<file path="config.mk">
export PLATFORM = sky130hd
export DESIGN_NAME = mem_port_arbiter
export DESIGN_NICKNAME = d
export VERILOG_FILES = /design/src/rtl/mem_port_arbiter.sv
export SDC_FILE = /design/constraint.sdc
export NUM_CORES = 1
export LEC_CHECK = 0
export ABC_CLOCK_PERIOD_IN_PS = 2300
export BUFFER_PORTS_ARGS = -buffer_cell sky130_fd_sc_hd__buf_2
export CELL_PAD_IN_SITES_DETAIL_PLACEMENT = 1
export CELL_PAD_IN_SITES_GLOBAL_PLACEMENT = 1
export CORE_ASPECT_RATIO = 0.75
export CORE_MARGIN = 2
export CORE_UTILIZATION = 35
export CTS_CLUSTER_DIAMETER = 40
export DETAILED_ROUTE_END_ITERATION = 8
export PLACE_DENSITY_LB_ADDON = 0.1
export SLEW_MARGIN = 20
export SYNTH_ARGS = -nofsm -noshare
export SYNTH_HDL_FRONTEND = slang
export SYNTH_SLANG_ARGS = --single-unit
</file>
<file path="constraint.sdc">
create_clock -name cpu_clk -period 2.3 [get_ports cpu_clk]
set_input_delay 0.115 -clock cpu_clk [delete_from_list [all_inputs] [get_ports cpu_clk]]
set_output_delay 0.115 -clock cpu_clk [all_outputs]
set_load 0.05 [all_outputs]
</file>
<file path="src/rtl/mem_port_arbiter.sv">
// ----------------------------------------------------------------------------
// mem_port_arbiter
//
// Shares one external memory port between instruction fetch (IF) and the
// load/store stage (MEM). Only one bus transaction is in flight at a time.
// Grants are combinational and are issued only from IDLE. On the grant edge
// the request is copied into the bus_* registers. A completion pulse
// (*_rvalid) with the read word follows one cycle after bus_ack.
//
// MEM normally has priority. To keep fetch from starving, a streak counter
// tracks consecutive MEM grants taken while IF is waiting. Once it reaches
// DM_BURST_MAX, IF is served next.
//
// Build option:
//   ARB_TIMEOUT_EN - adds an ack watchdog. After TIMEOUT_CYC wait cycles
//                    without bus_ack, the transaction is dropped. bus_err
//                    pulses and the owner gets rvalid with 32'hDEADBEEF.
//                    Without the macro, bus_err is tied low and a wait lasts
//                    until bus_ack.
//
// Ports:
//   cpu_clk, cpu_rstn            clock (rising edge), async active-low reset
//   if_req/if_addr               fetch request (held until if_gnt)
//   if_gnt/if_rvalid/if_rdata    fetch grant, completion pulse, read word
//   dm_req/dm_we/dm_addr/dm_wdata   load/store request (dm_we==0 -> load)
//   dm_gnt/dm_rvalid/dm_rdata    data grant, completion pulse, read word
//   bus_req/bus_we/bus_addr/bus_wdata   registered bus request
//   bus_ack/bus_rdata            bus completion and read data
//   bus_err                      watchdog timeout pulse
// ----------------------------------------------------------------------------
module mem_port_arbiter #(
    parameter int AW           = 32,
    parameter int DW           = 32,
    parameter int DM_BURST_MAX = 4,
    parameter int TIMEOUT_CYC  = 64
) (
    input  logic          cpu_clk,
    input  logic          cpu_rstn,
    input  logic          if_req,
    input  logic [AW-1:0] if_addr,
    output logic          if_gnt,
    output logic          if_rvalid,
    output logic [DW-1:0] if_rdata,
    input  logic          dm_req,
    input  logic [3:0]    dm_we,
    input  logic [AW-1:0] dm_addr,
    input  logic [DW-1:0] dm_wdata,
    output logic          dm_gnt,
    output logic          dm_rvalid,
    output logic [DW-1:0] dm_rdata,
    output logic          bus_req,
    output logic [3:0]    bus_we,
    output logic [AW-1:0] bus_addr,
    output logic [DW-1:0] bus_wdata,
    input  logic          bus_ack,
    input  logic [DW-1:0] bus_rdata,
    output logic          bus_err
);

    typedef enum logic [1:0] {
        IDLE    = 2'd0,
        IF_WAIT = 2'd1,
        DM_WAIT = 2'd2
    } state_e;

    localparam int            SW         = $clog2(DM_BURST_MAX + 1);
    localparam logic [SW-1:0] STREAK_MAX = SW'(DM_BURST_MAX);

    state_e          state_q,     state_d;
    logic [SW-1:0]   streak_q,    streak_d;
    logic            bus_req_q,   bus_req_d;
    logic [3:0]      bus_we_q,    bus_we_d;
    logic [AW-1:0]   bus_addr_q,  bus_addr_d;
    logic [DW-1:0]   bus_wdata_q, bus_wdata_d;
    logic            if_rvalid_q, if_rvalid_d;
    logic            dm_rvalid_q, dm_rvalid_d;
    logic [DW-1:0]   if_rdata_q,  if_rdata_d;
    logic [DW-1:0]   dm_rdata_q,  dm_rdata_d;
    logic            done;
    logic [DW-1:0]   done_data;

`ifdef ARB_TIMEOUT_EN
    localparam int            TW           = $clog2(TIMEOUT_CYC + 1);
    localparam logic [TW-1:0] TO_LAST      = TW'(TIMEOUT_CYC - 1);
    localparam logic [DW-1:0] TIMEOUT_DATA = DW'(32'hDEADBEEF);

    logic [TW-1:0]   to_cnt_q,    to_cnt_d;
    logic            bus_err_q,   bus_err_d;
`endif

    // NOTE: every variable driven here gets a default first, so no path
    // leaves one unassigned and no latch is inferred.
    always_comb begin
        state_d     = state_q;
        streak_d    = streak_q;
        bus_req_d   = bus_req_q;
        bus_we_d    = bus_we_q;
        bus_addr_d  = bus_addr_q;
        bus_wdata_d = bus_wdata_q;
        if_rvalid_d = 1'b0;
        dm_rvalid_d = 1'b0;
        if_rdata_d  = if_rdata_q;
        dm_rdata_d  = dm_rdata_q;
        if_gnt      = 1'b0;
        dm_gnt      = 1'b0;
        done        = 1'b0;
        done_data   = bus_rdata;
`ifdef ARB_TIMEOUT_EN
        to_cnt_d    = to_cnt_q;
        bus_err_d   = 1'b0;
`endif

        unique case (state_q)
            IDLE: begin
                // MEM wins unless IF has already waited out a full burst.
                if (dm_req && !(if_req && streak_q == STREAK_MAX)) begin
                    dm_gnt      = 1'b1;
                    state_d     = DM_WAIT;
                    bus_req_d   = 1'b1;
                    bus_we_d    = dm_we;
                    bus_addr_d  = dm_addr;
                    bus_wdata_d = dm_wdata;
                end else if (if_req) begin
                    if_gnt      = 1'b1;
                    state_d     = IF_WAIT;
                    bus_req_d   = 1'b1;
                    bus_we_d    = 4'b0000;
                    bus_addr_d  = if_addr;
                    bus_wdata_d = '0;
                end
`ifdef ARB_TIMEOUT_EN
                if (dm_gnt || if_gnt) begin
                    to_cnt_d = '0;
                end
`endif
            end
            IF_WAIT, DM_WAIT: begin
                if (bus_ack) begin
                    done = 1'b1;
                end
`ifdef ARB_TIMEOUT_EN
                else if (to_cnt_q == TO_LAST) begin
                    done      = 1'b1;
                    done_data = TIMEOUT_DATA;
                    bus_err_d = 1'b1;
                end else begin
                    to_cnt_d = to_cnt_q + TW'(1);
                end
`endif
            end
            default: state_d = IDLE;
        endcase

        if (done) begin
            state_d   = IDLE;
            bus_req_d = 1'b0;
            if (state_q == IF_WAIT) begin
                if_rvalid_d = 1'b1;
                if_rdata_d  = done_data;
            end else begin
                dm_rvalid_d = 1'b1;
                dm_rdata_d  = done_data;
            end
        end

        // The streak only matters while IF is actually waiting.
        if (!if_req || if_gnt) begin
            streak_d = '0;
        end else if (dm_gnt && streak_q != STREAK_MAX) begin
            streak_d = streak_q + SW'(1);
        end
    end

    // NOTE: state updates use non-blocking assignments so every register
    // samples its next value from the same pre-edge snapshot.
    always_ff @(posedge cpu_clk or negedge cpu_rstn) begin
        if (!cpu_rstn) begin
            state_q     <= IDLE;
            streak_q    <= '0;
            bus_req_q   <= 1'b0;
            bus_we_q    <= '0;
            bus_addr_q  <= '0;
            bus_wdata_q <= '0;
            if_rvalid_q <= 1'b0;
            dm_rvalid_q <= 1'b0;
            if_rdata_q  <= '0;
            dm_rdata_q  <= '0;
`ifdef ARB_TIMEOUT_EN
            to_cnt_q    <= '0;
            bus_err_q   <= 1'b0;
`endif
        end else begin
            state_q     <= state_d;
            streak_q    <= streak_d;
            bus_req_q   <= bus_req_d;
            bus_we_q    <= bus_we_d;
            bus_addr_q  <= bus_addr_d;
            bus_wdata_q <= bus_wdata_d;
            if_rvalid_q <= if_rvalid_d;
            dm_rvalid_q <= dm_rvalid_d;
            if_rdata_q  <= if_rdata_d;
            dm_rdata_q  <= dm_rdata_d;
`ifdef ARB_TIMEOUT_EN
            to_cnt_q    <= to_cnt_d;
            bus_err_q   <= bus_err_d;
`endif
        end
    end

    assign bus_req   = bus_req_q;
    assign bus_we    = bus_we_q;
    assign bus_addr  = bus_addr_q;
    assign bus_wdata = bus_wdata_q;
    assign if_rvalid = if_rvalid_q;
    assign dm_rvalid = dm_rvalid_q;
    assign if_rdata  = if_rdata_q;
    assign dm_rdata  = dm_rdata_q;
`ifdef ARB_TIMEOUT_EN
    assign bus_err   = bus_err_q;
`else
    assign bus_err   = 1'b0;
`endif

endmodule

</file>
==> results of run 1 <==
## state kept, by name (all words and copies together), names as in the netlist
signal and count:
bus_we 4, streak_q 3, if_rvalid 1, bus_wdata 32, bus_req 1, state_q 2
if_rdata 32, dm_rdata 32, bus_addr 32, dm_rvalid 1
## placed cells by master, fill, tap and decap left out, types with 2 or more instances in the layout
cell | Yosys | routed
a21boi_0 | 2 | 2
a21oi_1 | 2 | 2
a22o_1 | 38 | 38
buf_12 | 0 | 3
buf_2 | 16 | 272
buf_4 | 2 | 9
buf_6 | 3 | 2
bufinv_16 | 0 | 3
clkbuf_1 | 16 | 2
clkbuf_16 | 0 | 17
clkinv_4 | 0 | 3
clkinvlp_4 | 0 | 2
dfrtp_1 | 140 | 140
dlygate4sd3_1 | 0 | 127
ha_1 | 4 | 3
inv_1 | 8 | 8
inv_6 | 0 | 3
mux2_2 | 64 | 64
nand2_1 | 66 | 66
nand4_1 | 33 | 33
nor2_1 | 2 | 2
o211ai_1 | 32 | 32
o21a_1 | 2 | 2
o21ai_0 | 2 | 2
## path summary, 6_finish.rpt
path | start | endpoint | slack, ns | cells after the start
min reg2reg | bus_wdata[7]$_DFFE_PN0P_ | bus_wdata[7]$_DFFE_PN0P_ | 0.50 | 1
max in group asynchronous | cpu_rstn | if_rdata[11]$_DFFE_PN0P_ | 1.35 | 3
min in group asynchronous | cpu_rstn | bus_addr[7]$_DFFE_PN0P_ | 0.22 | 2
min | dm_addr[29] | bus_addr[29]$_DFFE_PN0P_ | 0.02 | 3
max | streak_q[0]$_DFFE_PN0P_ | bus_addr[30]$_DFFE_PN0P_ | 0.15 | 7
max reg2reg | streak_q[0]$_DFFE_PN0P_ | bus_addr[30]$_DFFE_PN0P_ | 0.15 | 7
## critical path: stages, from the launching register on
cell and delay, ns:
dfrtp_1 0.37, inv_1 0.07, ha_1 0.24, nand3_4 0.13, and2_1 0.13, buf_4 0.34
o211ai_1 0.17, dlygate4sd3_1 0.58
## cell families (layout without fill, tap and decap cells)
group	after synthesis	after routing
buf+inv	45	454
mux	64	64
flops	140	140
compound gates	79	79
fa+ha+maj	4	4
simple gates	110	110
other cells	1	2
## final cells by class
type	instances	area, sq um
antenna	1	2.50
clock buffer	20	447
clock inverter	12	163
fill	1711	6740
inverter	8	30.0
multi-input combinational	258	1970
sequential	140	3500
tap	210	263
timing repair buffer	414	2800
## what timing repair did
| action | 4_1_cts | 5_1_grt |
|---|---|---|
| resized for setup | 0 | 4 |
| hold endpoints to repair | 185 | 0 |
| hold buffers | 127 | 0 |
| setup endpoints to repair | 0 | 23 |
## per-layer routing
metal / wire (microns) / vias to the layer above / part of all wire [%]
met5: 0 / - / 0
met4: 582 / 0 / 2.9
met3: 1240 / 44 / 6.2
met2: 10300 / 188 / 52
met1: 7780 / 2636 / 39
li1: - / 2404 / -
## per-stage QoR
| stage | instances | cell area [sq um] | power (mW) | utilization (%) | worst slack (ns) |
|---|---|---|---|---|---|
| 6_report | 1063 | 9170 | 16.0 | 57.6 | 0.150 |
| 5_1_grt | 1063 | 9170 | 16.8 | 57.6 | 0.00270 |
| 4_1_cts | 1062 | 9160 | 16.0 | 57.5 | 0.0189 |
| 3_5_place_dp | 903 | 7270 | 12.6 | 45.7 | 0.456 |
| 3_3_place_gp | 903 | 7270 | 12.4 | 45.7 | 0.514 |
| 2_1_floorplan | 443 | 5670 | 10.5 | - | 0.368 |
## power breakdown
group / internal [mW] / switching, mW / total [mW]
sequential: 3.67 / 0.644 / 4.31
combinational: 2.52 / 6.34 / 8.87
clock: 1.75 / 1.09 / 2.84
==> flow_metrics.tcl, run 1 <==
set metrics [dict create \
    synth_top_area_share_pct 61.8 \
    grt_overflow 0 \
    cp_data_arrival_time_ns 2.45 \
    synth_top_cell_by_area "dfrtp_1" \
    holdCritPathClass "input pin to flip-flop" \
    cts_setup_buffers 0 \
    whs_ns 0.0170 \
    yosysWarnings 0 \
    grt.busiest_layer "met2" \
    io_buffers 273 \
    io_pins 275 \
    hpwl_mm 12.0 \
    via_count 5272 \
    tightestPinTransition_ns 0.574 \
    final_antenna_net_count 0 \
    dieArea_sq_um 17300 \
    die_w_microns 151 \
    leakage_nw 4.57 \
    cts_inserted_buffers 17 \
    syn_area_sq_um 5670 \
    min_period_over_period_pct 93.5 \
    clkTransAtPathRegs_ns 0.06 \
    drc 0 \
    ys_top_cells_by_count "dfrtp_1, nand2_1, mux2_2" \
    cap_violations 0 \
    initial_core_util_pct 35.6 \
    cts_root_buffer "clkbuf_16" \
    irDropWorstVdd_mv 0.894 \
    relSlewSlack_pct 61.7 \
    synthCells 443 \
    grt_usage_pct 23.7 \
    cts_sinks 140 \
    grt_setup_unrepaired "false" \
    seq_area_frac_synth_pct 61.8 \
    grtUsageMet3_pct 6.41 \
    firstDrtPassIters 6 \
    crit_required_ns 2.60 \
    synthAdderAreaFrac_pct 0.882 \
    fin_skew_ns 0.00713 \
    grt_pass1_wl_mm 31.3 \
    place.gp.congestion 0.776 \
    hold_violations 0 \
    final_layout_size_suffix_gt1_share_pct 45.3 \
    yosys-mux-area-fraction_pct 12.7 \
    ys_ff_latch 140 \
    setup_viol 0 \
    fin_crit_ns 2.15 \
    rows 40 \
    synth-xor-area-share_pct 0 \
    wire_per_inst_microns 18.8 \
    synth-simple-area-share_pct 9.59 \
    worst_setup_path_start_kind "flip-flop" \
    h-tree-depth 4 \
    yosysMostFrequentCell "dfrtp_1" \
    nNetsFinal 980 \
    globalRouteMet1Util_pct 26.2 \
    ys.flop_type "dfrtp_1" \
    clockBufferDepth 2 \
    final-max-slew-violation-count 0 \
    synth_area_leaders "dfrtp_1, mux2_2, a22o_1, nand2_1, o211ai_1" \
    ys_types 28 \
    die_h_microns 114 \
    syn-num-nets 584 \
    syn_to_final_growth_pct 61.7 \
    routed_wirelength_mm 19.9 \
    avgSynthCellArea_sq_um 12.8 \
    end_kind "flip-flop" \
    viasPerCell 4.96 \
    core_sq_um 15900 \
    synth_compound_area_share_pct 11.1 \
    grt_pass1_vias 6086 \
    met2_usage_pct 42.8 \
    cts_tree "built" \
    fin_tns_setup_ns 0 \
    clk_latency_ns 0.42 \
    grt_max_degree 69 \
    max_freq_mhz 465 \
    critPathMaxFanout 32 \
    async_flop_share_pct 100 \
    power.density_nw_per_um2 1750 \
    synth_edf_count 0 \
    drt_iter0_drc 171 \
    antenna_found_initial 1 \
    crit_type "flip-flop to flip-flop" \
    run_status "completed" \
    synth_top_family_by_area "multiplexers" \
]
No activity file was read; power rests on OpenSTA's default activity.
==> run 2, diff against run 1 <==
--- a/config.mk
+++ b/config.mk
@@ -5,13 +5,14 @@
 export SDC_FILE = /design/constraint.sdc
 export NUM_CORES = 1
 export LEC_CHECK = 0
-export ABC_CLOCK_PERIOD_IN_PS = 2300
+export ABC_AREA = 1
+export ABC_CLOCK_PERIOD_IN_PS = 2600
 export BUFFER_PORTS_ARGS = -buffer_cell sky130_fd_sc_hd__buf_2
 export CELL_PAD_IN_SITES_DETAIL_PLACEMENT = 1
 export CELL_PAD_IN_SITES_GLOBAL_PLACEMENT = 1
 export CORE_ASPECT_RATIO = 0.75
 export CORE_MARGIN = 2
-export CORE_UTILIZATION = 35
+export CORE_UTILIZATION = 36
 export CTS_CLUSTER_DIAMETER = 40
 export DETAILED_ROUTE_END_ITERATION = 8
 export PLACE_DENSITY_LB_ADDON = 0.1
==> constraint.sdc (replaced) <==
create_clock -name cpu_clk -period 2.6 [get_ports cpu_clk]
set_input_delay 0.13 -clock cpu_clk [delete_from_list [all_inputs] [get_ports cpu_clk]]
set_output_delay 0.13 -clock cpu_clk [all_outputs]
set_load 0.05 [all_outputs]
==> flow_metrics.tcl, run 2 <==
set metrics [dict create \
    h-tree-depth 4 \
    grt_usage_pct 25.6 \
    routed_wirelength_mm 21.1 \
    num_antenna_cells 0 \
    clockBufferDepth 2 \
    synth_edf_count 0 \
    crit_family "buffers and inverters" \
    total_power_mw 13.2 \
    crit_buf_inv 3 \
    die_h_microns 113 \
    run_status "completed" \
    worst_setup_path_start_kind "flip-flop" \
    critPathMaxFanout 41 \
    initial_core_util_pct 37.2 \
    whs_ns 0.00897 \
    crit_chain "inv_1, ha_1, nand2_4, buf_4, a21oi_1, a21oi_1, dlygate4sd3_1" \
    die_w_microns 150 \
    dpl_worst_slack_ns 0.637 \
    final_cell_mix "buf_2, nand2_1, dfrtp_1" \
    irDropWorstVdd_mv 0.891 \
    async_flop_share_pct 100 \
    hold_violations 0 \
    fin_util_pct 57.7 \
    fin_crit_ns 2.37 \
    drc 0 \
    relSlewSlack_pct 61.8 \
    stdcell_count 1205 \
    syn_to_final_growth_pct 55.1 \
    finalInstanceArea_sq_um 8870 \
    antenna_found_initial 0 \
    crit_required_ns 2.95 \
    min_period_over_period_pct 91.3 \
    leakage_nw 4.76 \
    dieArea_sq_um 16900 \
    syn_area_sq_um 5720 \
    final_common_cell "buf_2" \
    cts_tree "built" \
    setup_slack_ns 0.225 \
    nNetsFinal 1129 \
    yosysMostFrequentCell "nand2_1" \
    power.density_nw_per_um2 1490 \
    p_clk_share_pct 19.0 \
    rows 39 \
    via_count 5825 \
    final_layout_size_suffix_gt1_share_pct 32.5 \
    cp_common_cell "a21oi_1" \
    end_kind "flip-flop" \
    synthCells 622 \
    max_freq_mhz 421 \
    swShare_pct 52.2 \
    cp_slowest_stage_delay_ns 0.55 \
    ys_types 27 \
    cap_violations 0 \
    critPathSlowestCell "dlygate4sd3_1" \
    ys_ff_latch 140 \
    clk_latency_ns 0.42 \
    yosysWarnings 0 \
    p_seq_share_pct 28.6 \
    grt_overflow 0 \
    final-max-slew-violation-count 0 \
    seq_area_frac_synth_pct 61.3 \
    grt_setup_unrepaired "false" \
    io_pins 275 \
    final_antenna_net_count 0 \
    setup_viol 0 \
    p_sw_mw 6.90 \
    ys.flop_type "dfrtp_1" \
    grt_max_degree 60 \
    cts_setup_buffers 0 \
    intPower_mw 6.31 \
    power_frac_comb_pct 52.3 \
    cts_sinks 140 \
    cts_inserted_buffers 17 \
    firstDrtPassIters 4 \
    place_area_sq_um 7230 \
    drt_iter0_drc 229 \
    syn-num-nets 763 \
    cp_data_arrival_time_ns 2.72 \
    hpwl_mm 13.1 \
    grt_pass1_vias 6653 \
    cts_root_buffer "clkbuf_16" \
    synth_top_area_share_pct 61.3 \
    wire_per_inst_microns 17.5 \
    ys_top_cells_by_count "nand2_1, dfrtp_1, a21oi_1" \
    grt_pass1_wl_mm 33.6 \
    tightestPinTransition_ns 0.573 \
    fin_skew_ns 0.0149 \
    clkTransAtPathRegs_ns 0.06 \
    io_buffers 273 \
    viasPerCell 4.83 \
    fin_tns_setup_ns 0 \
    synth_top_cell_by_area "dfrtp_1" \
    crit_type "flip-flop to flip-flop" \
    place.gp.congestion 0.812 \
    avgSynthCellArea_sq_um 9.19 \
    holdCritPathClass "input pin to flip-flop" \
    dp.cells 1071 \
    core_sq_um 15400 \
    synth_area_leaders "dfrtp_1, nand2_1, a21oi_1, o21ai_0, nand3_1" \
]
run 2: cell count changes after synthesis, moves of 8 or more:
cell      delta
nand2_1    +112
a21oi_1     +64
mux2_2      -64
o21ai_0     +47
a22o_1      -38
inv_1       +34
nand3_1     +34
o211ai_1    -32
nand4_1     -31
nor2_1      +30
o21ai_1     +17
buf_4        +8
clkbuf_1     -8
run 2: kinds of logic after synthesis:
kind of cell,Yosys count,share of synthesized area [%]
buffers and inverters,85,7.04
AND/OR/NAND/NOR,256,18.6
adder cells (fa/ha/maj),4,0.875
AO/OA/AOI/OAI,134,11.8
other,1,0.0656
XOR/XNOR,2,0.306
flip-flops,140,61.3
run 2: power by group through the flow:
stage / logic (mW) / registers (mW) / clock network (mW)
detailed placement: 6.68 / 3.77 / 0
CTS: 6.89 / 3.76 / 2.55
floorplan: 1.51 / 7.20 / 0
finish: 6.91 / 3.78 / 2.51
global placement: 6.51 / 3.73 / 0
global route: 7.31 / 3.89 / 2.66
run 2: path summary, 6_finish.rpt:
path                                           start                        end  slack (ns)  depth (start not counted)
min in group asynchronous                   cpu_rstn  bus_wdata[31]$_DFFE_PN0P_        0.26                          2
setup reg to reg              state_q[0]$_DFFE_PN0P_   bus_addr[28]$_DFFE_PN0P_        0.23                          7
max in group asynchronous                   cpu_rstn   bus_addr[17]$_DFFE_PN0P_        1.55                          3
setup / recovery              state_q[0]$_DFFE_PN0P_   bus_addr[28]$_DFFE_PN0P_        0.23                          7
hold / removal                         bus_rdata[25]   dm_rdata[25]$_DFFE_PN0P_       0.009                          3
hold reg to reg            bus_wdata[20]$_DFFE_PN0P_  bus_wdata[20]$_DFFE_PN0P_        0.47                          2
run 2: worst reg2reg max path, cell delays in order (launching register included):
cell and delay [ns]:
dfrtp_1 0.37, inv_1 0.06, ha_1 0.31, nand2_4 0.33, buf_4 0.46, a21oi_1 0.09
a21oi_1 0.14, dlygate4sd3_1 0.55
run 2: cell type report:
class / count / area, sq um
clock inverters: 10 / 140
fillers: 1831 / 6500
clock buffers: 21 / 470
flip-flops and latches: 140 / 3500
repair buffers: 385 / 2510
inverters: 47 / 179
well taps: 205 / 256
multi-input cells: 397 / 1810
run 2: routing by layer:
layer  track usage, %  wire length (microns)  up-vias
li1                 -                      -     2719
met1             28.0                   8200     2824
met2             46.0                  10700      233
met3             8.43                   1620       49
met4             9.78                    581        0
met5                0                      0        -
run 2: repair_timing:
action | CTS | global route
endpoints found under the setup margin | 0 | 7
hold buffers | 103 | 0
endpoints found under the hold margin | 172 | 0
resized for setup | 0 | 2
==> run 3, diff against run 2 <==
--- a/config.mk
+++ b/config.mk
@@ -5,16 +5,16 @@
 export SDC_FILE = /design/constraint.sdc
 export NUM_CORES = 1
 export LEC_CHECK = 0
-export ABC_AREA = 1
 export ABC_CLOCK_PERIOD_IN_PS = 2600
 export BUFFER_PORTS_ARGS = -buffer_cell sky130_fd_sc_hd__buf_2
 export CELL_PAD_IN_SITES_DETAIL_PLACEMENT = 1
 export CELL_PAD_IN_SITES_GLOBAL_PLACEMENT = 1
 export CORE_ASPECT_RATIO = 0.75
 export CORE_MARGIN = 2
-export CORE_UTILIZATION = 36
+export CORE_UTILIZATION = 38
 export CTS_CLUSTER_DIAMETER = 40
 export DETAILED_ROUTE_END_ITERATION = 8
+export GPL_TIMING_DRIVEN = 0
 export PLACE_DENSITY_LB_ADDON = 0.1
 export SLEW_MARGIN = 20
 export SYNTH_ARGS = -nofsm -noshare
==> flow_metrics.tcl, run 3 (same netlist as run 1, synthesis figures left out) <==
set metrics [dict create \
    run_status "completed" \
    power_frac_comb_pct 55.9 \
    grt_setup_unrepaired "false" \
    swShare_pct 51.9 \
    wire_per_inst_microns 20.9 \
    crit_required_ns 2.96 \
    worstSetupStartpoint "state_q[0]$_DFFE_PN0P_" \
    cap_violations 0 \
    cts_tree "built" \
    whs_ns 0.0113 \
    viasPerCell 5.15 \
    irDropWorstVdd_mv 0.814 \
    leakage_nw 4.54 \
    place_area_sq_um 7320 \
    core_sq_um 14500 \
    final_common_cell "buf_2" \
    power.density_nw_per_um2 1560 \
    cp-endpoint "bus_addr[9]$_DFFE_PN0P_" \
    crit_type "flip-flop to flip-flop" \
    drt_iter0_drc 268 \
    io_buffers 272 \
    hold_violations 0 \
    tightestPinTransition_ns 0.542 \
    p_sw_mw 7.38 \
    drc 0 \
    cts_inserted_buffers 17 \
    nNetsFinal 997 \
    grt_pass1_wl_mm 34.9 \
    cts_root_buffer "clkbuf_16" \
    hpwl_mm 13.2 \
    relSlewSlack_pct 63.9 \
    io_pins 275 \
    via_count 5513 \
    final_antenna_net_count 0 \
    intPower_mw 6.85 \
    final-max-slew-violation-count 0 \
    place.gp.congestion 0.819 \
    die_w_microns 145 \
    p_clk_share_pct 16.9 \
    finalInstanceArea_sq_um 9110 \
    max_freq_mhz 418 \
    firstDrtPassIters 4 \
    cts_sinks 140 \
    fin_skew_ns 0.0125 \
    grt_usage_pct 28.7 \
    r2r-end "bus_addr[9]$_DFFE_PN0P_" \
    reg2reg_depth 7 \
    total_power_mw 14.2 \
    worst_setup_path_start_kind "flip-flop" \
    antenna_found_initial 1 \
    p_seq_share_pct 27.2 \
    initial_core_util_pct 39.0 \
    final_layout_size_suffix_gt1_share_pct 45.3 \
    critPathMaxFanout 10 \
    dieArea_sq_um 15900 \
    holdCritPathClass "input pin to flip-flop" \
    end_kind "flip-flop" \
    syn_to_final_growth_pct 60.7 \
    fin_crit_ns 2.39 \
    r2r_slack_ns 0.21 \
    grt_max_degree 89 \
    final_cell_mix "buf_2, dfrtp_1, dlygate4sd3_1" \
    cts_setup_buffers 0 \
    die_h_microns 110 \
    clkTransAtPathRegs_ns 0.07 \
    rows 38 \
    timing.rr.start "state_q[0]$_DFFE_PN0P_" \
    clk_latency_ns 0.42 \
    nFillCells 1590 \
    grt_overflow 0 \
    setup_viol 0 \
    grt_pass1_vias 6268 \
    routed_wirelength_mm 22.4 \
    min_period_over_period_pct 92.0 \
    cp_data_arrival_time_ns 2.76 \
    h-tree-depth 4 \
    clockBufferDepth 2 \
]
[run 3: cell types whose count changed in the layout (fill, tap and decap cells not counted), moves of 31 or more]
cell | previous run | this run
a21oi_1 | 66 | 2
o211ai_1 | 0 | 32
mux2_2 | 0 | 64
nand4_1 | 2 | 33
o21ai_0 | 49 | 2
a22o_1 | 0 | 38
nand2_1 | 178 | 66
nand3_1 | 35 | 1
inv_1 | 42 | 8
[run 3: through the flow]
stage / TNS [ns] / setup WS (ns) / cells / util (%)
detailed placement: 0 / 0.672 / 916 / 50.3
finish: 0 / 0.207 / 1070 / 62.6
global route: 0 / 0.0500 / 1070 / 62.6
CTS: 0 / 0.175 / 1069 / 62.6
global placement: -74.48 / -0.541 / 915 / 50.1
floorplan: 0 / 0.668 / 443 / -
[run 3: cell type report]
type                       count  area, sq um  area share, %
tap                          200          250           2.75
clock buffer                  18          429           4.71
clock inverter                14          146           1.61
multi-input combinational    258         1950           21.4
timing repair buffer         394         2610           28.6
antenna                        1         2.50         0.0275
buffer                        37          191           2.10
sequential                   140         3500           38.4
inverter                       8         30.0          0.329
[run 3: timing repair]
action                                  CTS  global route
hold buffers                            121             0
resized for setup                         0             4
hold endpoints to repair                186             0
endpoints found under the setup margin    0             4
[run 3: critical path, cell delays in order, from the launching register on]
cell           delay (ns)
dfrtp_1              0.41
inv_1                0.07
ha_1                 0.26
buf_2                0.28
clkbuf_1             0.42
nand4_1              0.19
o211ai_1             0.14
dlygate4sd3_1        0.57
[run 3: worst min path at each step]
stage                  from                   endpoint  cells past startpoint
2_1_floorplan      cpu_rstn    bus_addr[0]$_DFFE_PN0P_                      0
3_3_place_gp   dm_wdata[29]  bus_wdata[29]$_DFFE_PN0P_                      2
3_5_place_dp       cpu_rstn   bus_addr[11]$_DFFE_PN0P_                      1
4_1_cts         dm_addr[11]   bus_addr[11]$_DFFE_PN0P_                      3
5_1_grt         dm_addr[10]   bus_addr[10]$_DFFE_PN0P_                      3
6_report         dm_addr[0]    bus_addr[0]$_DFFE_PN0P_                      3
[run 3: power groups by stage]
stage / Sequential [mW] / Combinational [mW] / Clock (mW)
2_1_floorplan: 7.43 / 1.84 / 0
6_report: 3.87 / 7.95 / 2.41
4_1_cts: 3.80 / 7.83 / 2.42
3_3_place_gp: 3.74 / 7.30 / 0
5_1_grt: 3.98 / 8.31 / 2.55
3_5_place_dp: 3.81 / 7.45 / 0
[run 3: metal layers]
layer	up-vias	routed length [microns]	track usage [%]
li1	2434	-	-
met1	2785	9030	33.8
met2	245	11200	50.6
met3	49	1480	8.26
met4	0	662	11.1
met5	-	0	0
